--- src/rtl/lag_channel_receiver_pkg.sv ---
// lag_channel_receiver_pkg: shared flit type, default sizing and occupancy-width helper
package lag_channel_receiver_pkg;

    localparam int FLIT_DATA_W           = 16;
    localparam int DEFAULT_NPC           = 1;
    localparam int DEFAULT_DEPTH         = 4;
    localparam int DEFAULT_CREDIT_STAGES = 0;

    typedef struct packed {
        logic                   valid;
        logic [FLIT_DATA_W-1:0] data;
    } flit_t;

    // Occupancy must represent 0..DEPTH inclusive, hence DEPTH+1 codes.
    function automatic int occ_width(input int depth);
        return $clog2(depth + 1);
    endfunction

endpackage

--- src/rtl/lag_channel_receiver_if.sv ---
// lag_channel_receiver_if: link-side flits, consumer handshake and status of one router input port
interface lag_channel_receiver_if
    import lag_channel_receiver_pkg::*;
#(
    parameter int nPC   = DEFAULT_NPC,
    parameter int DEPTH = DEFAULT_DEPTH
);
    localparam int CW = occ_width(DEPTH);

    flit_t [nPC-1:0]          flit_in;
    flit_t [nPC-1:0]          flit_out;
    logic  [nPC-1:0]          flit_avail;
    logic  [nPC-1:0]          flit_take;
    logic  [nPC-1:0]          credit_out;
    logic  [nPC-1:0][CW-1:0]  occupancy;
    logic  [nPC-1:0]          overflow_err;

    // Upstream channel plus downstream consumer, seen from outside the receiver.
    modport master (
        output flit_in, flit_take,
        input  flit_out, flit_avail, credit_out, occupancy, overflow_err
    );

    // The receiver itself.
    modport slave (
        input  flit_in, flit_take,
        output flit_out, flit_avail, credit_out, occupancy, overflow_err
    );

endinterface

--- src/rtl/lag_channel_receiver_fifo.sv ---
// lag_channel_receiver_fifo: per-PC first-word-fall-through flit buffer with occupancy and sticky overflow
module lag_channel_receiver_fifo
    import lag_channel_receiver_pkg::*;
#(
    parameter int DEPTH = DEFAULT_DEPTH,
    parameter int CW    = occ_width(DEPTH)
) (
    input  logic          clk,
    input  logic          rst_n,
    input  flit_t         i_flit,
    input  logic          i_take,
    output flit_t         o_flit,
    output logic          o_avail,
    output logic [CW-1:0] o_occ,
    output logic          o_overflow,
    output logic          o_pop
);
    localparam int AW = $clog2(DEPTH);

    flit_t          r_mem [DEPTH];
    logic [AW-1:0]  r_wr_ptr;
    logic [AW-1:0]  r_rd_ptr;
    logic [CW-1:0]  r_occ;
    logic           r_overflow;
    logic           w_full;
    logic           w_push;

    assign w_full     = r_occ == CW'(DEPTH);
    assign o_avail    = r_occ != '0;
    assign o_pop      = i_take & o_avail;
    // A pop on the same edge frees the slot, so a full FIFO still accepts.
    assign w_push     = i_flit.valid & (~w_full | o_pop);
    // Storage is never read while empty, so it needs no reset.
    assign o_flit     = o_avail ? r_mem[r_rd_ptr] : '0;
    assign o_occ      = r_occ;
    assign o_overflow = r_overflow;

    // Write accepted flits into the slot at the write pointer.
    always_ff @(posedge clk) begin
        if (w_push)
            r_mem[r_wr_ptr] <= i_flit;
    end

    // Advance pointers, track occupancy, latch overflow until reset.
    always_ff @(posedge clk) begin
        if (!rst_n) begin
            r_wr_ptr   <= '0;
            r_rd_ptr   <= '0;
            r_occ      <= '0;
            r_overflow <= 1'b0;
        end else begin
            if (w_push)
                r_wr_ptr <= r_wr_ptr + AW'(1);
            if (o_pop)
                r_rd_ptr <= r_rd_ptr + AW'(1);
            if (w_push & ~o_pop)
                r_occ <= r_occ + CW'(1);
            else if (o_pop & ~w_push)
                r_occ <= r_occ - CW'(1);
            if (i_flit.valid & w_full & ~o_pop)
                r_overflow <= 1'b1;
        end
    end

endmodule

--- src/rtl/lag_channel_receiver.sv ---
// lag_channel_receiver: buffers flits per physical channel and returns pipelined credits upstream
module lag_channel_receiver
    import lag_channel_receiver_pkg::*;
#(
    parameter int nPC           = DEFAULT_NPC,
    parameter int DEPTH         = DEFAULT_DEPTH,
    parameter int CREDIT_STAGES = DEFAULT_CREDIT_STAGES
) (
    input  logic                    clk,
    input  logic                    rst_n,
    lag_channel_receiver_if.slave   bus
);
    localparam int CW = occ_width(DEPTH);

    if (DEPTH < 2 || (DEPTH & (DEPTH - 1)) != 0) begin : g_bad_depth
        $error("DEPTH must be a power of two and at least 2");
    end

    flit_t [nPC-1:0]                 w_flit_out;
    logic  [nPC-1:0]                 w_avail;
    logic  [nPC-1:0][CW-1:0]         w_occ;
    logic  [nPC-1:0]                 w_overflow;
    logic  [nPC-1:0]                 w_pop;
    logic  [nPC-1:0][CREDIT_STAGES:0] r_credit;
    logic  [nPC-1:0]                 w_credit;

    for (genvar p = 0; p < nPC; p++) begin : g_pc
        lag_channel_receiver_fifo #(
            .DEPTH (DEPTH),
            .CW    (CW)
        ) u_fifo (
            .clk        (clk),
            .rst_n      (rst_n),
            .i_flit     (bus.flit_in[p]),
            .i_take     (bus.flit_take[p]),
            .o_flit     (w_flit_out[p]),
            .o_avail    (w_avail[p]),
            .o_occ      (w_occ[p]),
            .o_overflow (w_overflow[p]),
            .o_pop      (w_pop[p])
        );
        assign w_credit[p] = r_credit[p][CREDIT_STAGES];
    end

    // Delay each pop through CREDIT_STAGES+1 flops so credits match the forward channel latency.
    always_ff @(posedge clk) begin
        if (!rst_n) begin
            r_credit <= '0;
        end else begin
            for (int p = 0; p < nPC; p++) begin
                r_credit[p][0] <= w_pop[p];
                for (int s = 1; s <= CREDIT_STAGES; s++)
                    r_credit[p][s] <= r_credit[p][s-1];
            end
        end
    end

    assign bus.flit_out     = w_flit_out;
    assign bus.flit_avail   = w_avail;
    assign bus.occupancy    = w_occ;
    assign bus.overflow_err = w_overflow;
    assign bus.credit_out   = w_credit;

endmodule

--- src/flat_wrapper.sv ---
// flat-port wrapper written by rule: the top's interface ports become plain ports
module lag_channel_receiver_flat import lag_channel_receiver_pkg::*;
#(
    parameter int nPC           = DEFAULT_NPC,
    parameter int DEPTH         = DEFAULT_DEPTH,
    parameter int CREDIT_STAGES = DEFAULT_CREDIT_STAGES
)
  (clk, rst_n, bus_flit_in, bus_flit_take, bus_flit_out, bus_flit_avail, bus_credit_out, bus_occupancy, bus_overflow_err);
  lag_channel_receiver_if #(.nPC(nPC), .DEPTH(DEPTH)) bus_i ();
  input  logic clk;
  input  logic rst_n;
  input wire logic [$bits(bus_i.flit_in)-1:0] bus_flit_in;
  input wire logic [$bits(bus_i.flit_take)-1:0] bus_flit_take;
  output wire logic [$bits(bus_i.flit_out)-1:0] bus_flit_out;
  output wire logic [$bits(bus_i.flit_avail)-1:0] bus_flit_avail;
  output wire logic [$bits(bus_i.credit_out)-1:0] bus_credit_out;
  output wire logic [$bits(bus_i.occupancy)-1:0] bus_occupancy;
  output wire logic [$bits(bus_i.overflow_err)-1:0] bus_overflow_err;
  assign bus_i.flit_in = bus_flit_in;
  assign bus_i.flit_take = bus_flit_take;
  assign bus_flit_out = bus_i.flit_out;
  assign bus_flit_avail = bus_i.flit_avail;
  assign bus_credit_out = bus_i.credit_out;
  assign bus_occupancy = bus_i.occupancy;
  assign bus_overflow_err = bus_i.overflow_err;
  lag_channel_receiver #(.nPC(nPC), .DEPTH(DEPTH), .CREDIT_STAGES(CREDIT_STAGES)) u_core (.clk(clk), .rst_n(rst_n), .bus(bus_i));
endmodule
--- config.mk ---
export PLATFORM = sky130hd
export DESIGN_NAME = lag_channel_receiver_flat
export DESIGN_NICKNAME = d
export VERILOG_FILES = /design/src/rtl/lag_channel_receiver_pkg.sv /design/src/rtl/lag_channel_receiver_if.sv /design/src/rtl/lag_channel_receiver_fifo.sv /design/src/rtl/lag_channel_receiver.sv /design/src/flat_wrapper.sv
export SDC_FILE = /design/constraint.sdc
export NUM_CORES = 1
export LEC_CHECK = 0
export CAP_MARGIN = 20
export CELL_PAD_IN_SITES_DETAIL_PLACEMENT = 0
export CELL_PAD_IN_SITES_GLOBAL_PLACEMENT = 2
export CORE_MARGIN = 4
export CORE_UTILIZATION = 40
export DETAILED_ROUTE_END_ITERATION = 16
export PLACE_DENSITY = 0.8
export SLEW_MARGIN = 20
export SYNTH_ARGS = -nofsm -noshare
export SYNTH_HDL_FRONTEND = slang
export SYNTH_SLANG_ARGS = --single-unit
--- constraint.sdc ---
create_clock -name clk -period 2.43 [get_ports clk]
set_input_delay 0.486 -clock clk [delete_from_list [all_inputs] [get_ports clk]]
set_output_delay 0.486 -clock clk [all_outputs]
set_load 0.02 [all_outputs]
# Word-level counts from Yosys, hierarchy flattened
# Memory sizes are Yosys's and may differ from the RTL's. A register that Yosys moved wholly into a read port is not among the register bits.
# Cells that the tools add are included.
[totals]
memories = 1
mem_bits_rw = 68
out_inout_bits = 23
elab_cells = 30
input_bits = 20
reg_bits = 9
[op_classes]
addsub = 4
reduce_logical = 2
n_bitwise = 10
n_eq_ne = 1
mux = 7
[mem_list]
columns = ["name", "depth", "word_bits", "read_ports", "rd_ports_with_merged_regs", "write_ports", "line_no", "rtl"]
rows = [
  ["u_core.g_pc[0].u_fifo.r_mem", 4, 17, 1, 1, 1, "lag_channel_receiver_fifo.sv:20", "flit_t r_mem [DEPTH];"],
]
[ops]
columns = ["op", "count"]
rows = [
  ["two-way mux 17 bit", 1],
  ["AND 1 bit", 6],
  ["two-way mux 3 bit", 2],
  ["adder 2 x 1 -> 2 bit, second input constant", 2],
  ["two-way mux 2 bit", 2],
  ["adder 3 x 1 -> 3 bit, second input constant", 1],
  ["== test 3 bit, second input constant", 1],
  ["NOT 1 bit", 3],
  ["nonzero test 3 bit", 1],
  ["subtractor 3 x 1 -> 3 bit, second input constant", 1],
  ["two-way mux 1 bit", 2],
  ["nonzero test 2 bit", 1],
  ["bitwise OR 1 bit", 1],
]

# Longest topological paths before layout
[depth]
depth_word = 8
mapped_depth = 9
mapped_depth_nobuf = 8

# Hierarchy
# A second synthesis with hierarchy kept.
[unflattened]
cells_unflattened = 164
hier_area_um2 = 3166.8
[by_module_without_submodules]
columns = ["mod", "area_each_um2", "cells_per_inst", "seq_area_each_um2", "instances"]
rows = [
  ["lag_channel_receiver_fifo", 3140.5, 162, 2242.2, 1],
  ["lag_channel_receiver", 26.3, 2, 20.0, 1],
]

# Least setup slack after synthesis
# OpenSTA, ideal clock, no wires.
[synth_timing]
path_type = "register -> register"
startpoint = "reg u_core.g_pc[0].u_fifo.r_occ[0]"
endpoint = "reg u_core.g_pc[0].u_fifo.r_occ[2]"
setup_time_ns = 0.076
required_time_ns = 2.354
t_arrival_ns = 2.185
path_stages_with_launch = 10
setup_slack_ns = 0.170
n_path_buf = 1
synth_period_minus_slack_ns = 2.260
path_cell_list = "dfxtp_1 nor4b_1 nor2b_1 clkbuf_1 ha_1 inv_1 fa_1 xor2_1 or3_1 a21boi_0"
[synth_between]
elab_chain_len = 7
word_cells_on_any_way = 15
cone_classes = "add/sub (2); eq/ne (1); mux (2); bitwise (8); reduce/logical (2)"
[synth_rtl]
columns = ["item", "line_no", "rtl"]
rows = [
  ["from (decl)", "lag_channel_receiver_fifo.sv:23", "logic [CW-1:0] r_occ;"],
  ["from (signal assigned)", "lag_channel_receiver_fifo.sv:57", "r_occ <= r_occ + CW'(1);"],
  ["from (signal assigned)", "lag_channel_receiver_fifo.sv:59", "r_occ <= r_occ - CW'(1);"],
  ["nonzero test 3 bit / == test 3 bit (equally long branches)", "lag_channel_receiver_fifo.sv:29, lag_channel_receiver_fifo.sv:28", ""],
  ["AND 1 bit / NOT 1 bit (equally long branches)", "lag_channel_receiver_fifo.sv:30, lag_channel_receiver_fifo.sv:32", ""],
  ["bitwise OR 1 bit *", "lag_channel_receiver_fifo.sv:32", "assign w_push = i_flit.valid & (~w_full | o_pop);"],
  ["AND 1 bit *", "lag_channel_receiver_fifo.sv:32", ""],
  ["named net u_core.g_pc[0].u_fifo.w_push", "lag_channel_receiver_fifo.sv:26", "logic w_push;"],
  ["NOT 1 bit", "lag_channel_receiver_fifo.sv:58", "else if (o_pop & ~w_push)"],
  ["AND 1 bit", "lag_channel_receiver_fifo.sv:58", ""],
  ["nonzero test 2 bit (no source line)", "--", ""],
]
# Mark *: on every way through the listed nets, which the timed path passes. The rest lies on a longest branch. The select of a mux whose other input is x is not followed.
# A chain may end at the register's enable or synchronous reset.

==> impl_results.md <==
* Synth Instances at about 160
* Clock sinks at 79
* Die W at about 97 um
* Root Buffer: clkbuf_8
* Seq/Total Area, Yosys at 72.1%
* Synth warn at 0
* Vias in the first global route at between 1.5k and 2k
* Clock Latency Late Sink at between 0.3 and 0.4 ns
* GP Congestion at ~0.85
* Worst path slowest cell: mux4_1
* H-tree levels at 3
* Vias/cell at approximately 4.8
* Tot GR Track Use at roughly 13%
* Crit. End Element: output pin
* Fraction of layout cells with a size suffix above 1 at between 20% and 30%
* Setup crit start kind: flop
* CTS Buf Count at 9
* I/O Buffers at 42
* Ant diodes at 0
* Critical Path Fanout Max at 3
* Worst-path cell chain: buf_4 > mux4_1 > and2_1 > dlygate4sd2_1
* Tmin final at about 2.4 ns
* Flops & latches, synth at 79
* Syn Nets at around 190
* Critical path type: flop to output pin
* Critical Path RT at around 1.9 ns
* Drt first-iter violations at 68
* Initial DRT Pass Iterations at 4
* Initial core utilization at 40.8%
* Global-route wire length before repair at about 8.6 mm
* P per Cell Area at between 1000 and 1500 nW/um2
* Antenna-violating nets left at 0
* Congestion Overflow GR at 0
* Worst Max-Slew Pin Slew at roughly 0.44 ns
* Multi-input gate area at between 800 and 900 um2
* CTS Buffer Depth at 2
* Slew margin rel. at 70.2%
* Leak Pwr at approximately 0.0014 uW
* Fillers at around 640
* Final Setup Violations at 0
* Status: completed
* Vias at between 1.5k and 2k
* I/O Pins at 43
* DR WL/cell at 16.5 um
* Dpl hpwl at about 3.7 mm
* Worst Skew at about 0.011 ns
* Maximum achievable frequency at 0.424 GHz
* Post-Syn Area at 3140 um2
* Initial antenna violation count at 0
* DRC violations left at 0
* CTS Hold Buffers Added at 0
* Dpl cells at 313
* Core ar. at 7690 um2
* Chip height at 96.6 um
* Final cell count without fillers at roughly 330
* Largest net degree at the start of global routing at 19
* Site Rows at 32
* Final core utilization at 52.2%
* Syn avg cell area at 19.5 um2
* Count of pins over their slew limit at 0
* CTS tree: done
* Worst endpoint data arrival time at between 1.5 and 2 ns
* Worst path max stage delay at 0.54 ns
* Worst VDD drop at between 0.5 and 0.6 mV
* Final period util at 97.0%
* Final hold vios at 0
* Register area at roughly 2300 um2
* # Max-Cap Violations at 0
* Area grow syn2layout at 27.7%
* HP Class: flop to flop
* Clk slew on worst S/H paths at around 0.07 ns
* Final WL at between 5 and 6 mm
* Fin nets at roughly 250
* Die area at between 9000 and 10000 um2
* Yosys cell types at 25
synth_stat cells:
| cell | count | area, um2 |
|---|---|---|
| edfxtp_1 | 68 | 2040 |
| and2_1 | 25 | 156 |
| dfxtp_1 | 11 | 220 |
| mux4_2 | 10 | 225 |
| mux4_1 | 7 | 184 |
| ha_1 | 5 | 62.6 |
| nand2_1 | 4 | 15.0 |
| buf_2 | 3 | 15.0 |
| clkbuf_1 | 3 | 11.3 |
| inv_1 | 3 | 11.3 |
| mux2i_1 | 3 | 30.0 |
| nor2b_1 | 3 | 18.8 |
| xnor2_1 | 3 | 26.3 |
| or3_1 | 2 | 12.5 |
| a21boi_0 | 1 | 7.51 |
| a21oi_1 | 1 | 5.00 |
| and3_1 | 1 | 6.26 |
| buf_12 | 1 | 20.0 |
| buf_6 | 1 | 11.3 |
| fa_1 | 1 | 20.0 |
| nor4b_1 | 1 | 8.76 |
| o21ai_0 | 1 | 5.00 |
| o311ai_0 | 1 | 8.76 |
| o31ai_1 | 1 | 7.51 |
| xor2_1 | 1 | 8.76 |
layer usage:
layer	vias up	global-route usage [%]	share of wire, %
met5	-	0	0
met4	0	7.48	1.8
met3	8	3.80	4.4
met2	35	22.0	55
met1	798	14.5	39
li1	752	-	-
kinds of logic after synthesis:
group           Yosys count  synth area share (%)
simple gates             36                  6.94
flops                    79                  72.1
compound gates            5                  1.08
mux                      20                  14.0
xor+xnor                  4                  1.12
buf+inv                  11                  2.19
fa+ha+maj                 6                  2.63
worst max-delay path, delay by kind of cell, from the launching register on:
family	cells	cell delay, ns
muxes	1	0.54
DFF	1	0.40
buffers and inverters	2	0.45
and+or+nand+nor	1	0.16
worst paths after layout:
check / cells after the start / end / start / slack (ns)
worst max-delay path: 4 / bus_flit_out[5] / flop / 0.07
worst min register to register: 2 / u_core.g_pc[0].u_fifo.r_wr_ptr[1]$_SDFFE_PN0P_ / u_core.g_pc[0].u_fifo.r_wr_ptr[1]$_SDFFE_PN0P_ / 0.51
worst max register to register: 8 / u_core.g_pc[0].u_fifo.o_occ[2]$_SDFFE_PN0P_ / u_core.g_pc[0].u_fifo.o_occ[1]$_SDFFE_PN0P_ / 0.23
worst min-delay path: 2 / u_core.g_pc[0].u_fifo.r_wr_ptr[1]$_SDFFE_PN0P_ / u_core.g_pc[0].u_fifo.r_wr_ptr[1]$_SDFFE_PN0P_ / 0.51
power by group:
part	switching [uW]	internal [uW]
sequential	67.8	1630
combinational	805	835
clock	418	460
metrics by stage:
step | total power (uW) | TNS (ns) | instance area [um2] | setup slack (ns) | hold WS [ns]
floorplan | 2680 | 0 | 3140 | 0.170 | 0.468
global placement | 3410 | -0.0487 | 3800 | -0.0487 | 0.479
detailed placement | 3460 | -0.397 | 3800 | -0.310 | 0.500
CTS | 4240 | 0 | 3970 | 0.00137 | 0.510
global route | 4450 | -0.00206 | 4010 | -0.00206 | 0.531
finish | 4210 | 0 | 4010 | 0.0737 | 0.506
layout make-up:
cell class / count / area share [%]
multi-input combinational: 71 / 20.4
inverter: 3 / 0.281
clock inverter: 5 / 1.25
tap: 102 / 3.18
clock buffer: 10 / 3.18
sequential: 79 / 56.5
timing repair buffer: 62 / 15.2
cell usage in the layout, fill, tap and decap left out, drive strengths merged, types with 2 or more instances in the layout:
master         synthesis  final
clkbuf                 3     12
nor2b                  3      3
edfxtp                68     68
clkdlybuf4s50          0     23
mux2i                  3      3
ha                     5      5
nand2                  4      4
and2                  25     25
inv                    3      3
dlygate4sd2            0     11
dlymetal6s2s           0      2
or3                    2      2
dfxtp                 11     11
xnor2                  3      3
clkinv                 0      3
mux4                  17     17
buf                    5     23
what timing repair did:
action / 4_1_cts / 5_1_grt
gates cloned: 0 / 1
gates resized for setup: 31 / 9
pin swaps: 0 / 0
endpoints found under the setup margin: 17 / 4
buffers inserted: 2 / 1
flip-flops by register name, summed over array words and instances (netlist names), named ones only:
signal and count:
u_core.g_pc.u_fifo.o_overflow 1, u_core.bus.credit_out 1, u_core.g_pc.u_fifo.r_rd_ptr 2, u_core.g_pc.u_fifo.o_occ 3, u_core.g_pc.u_fifo.r_wr_ptr 2, u_core.g_pc.u_fifo.r_mem 68
No activity file was read; power rests on OpenSTA's default activity.
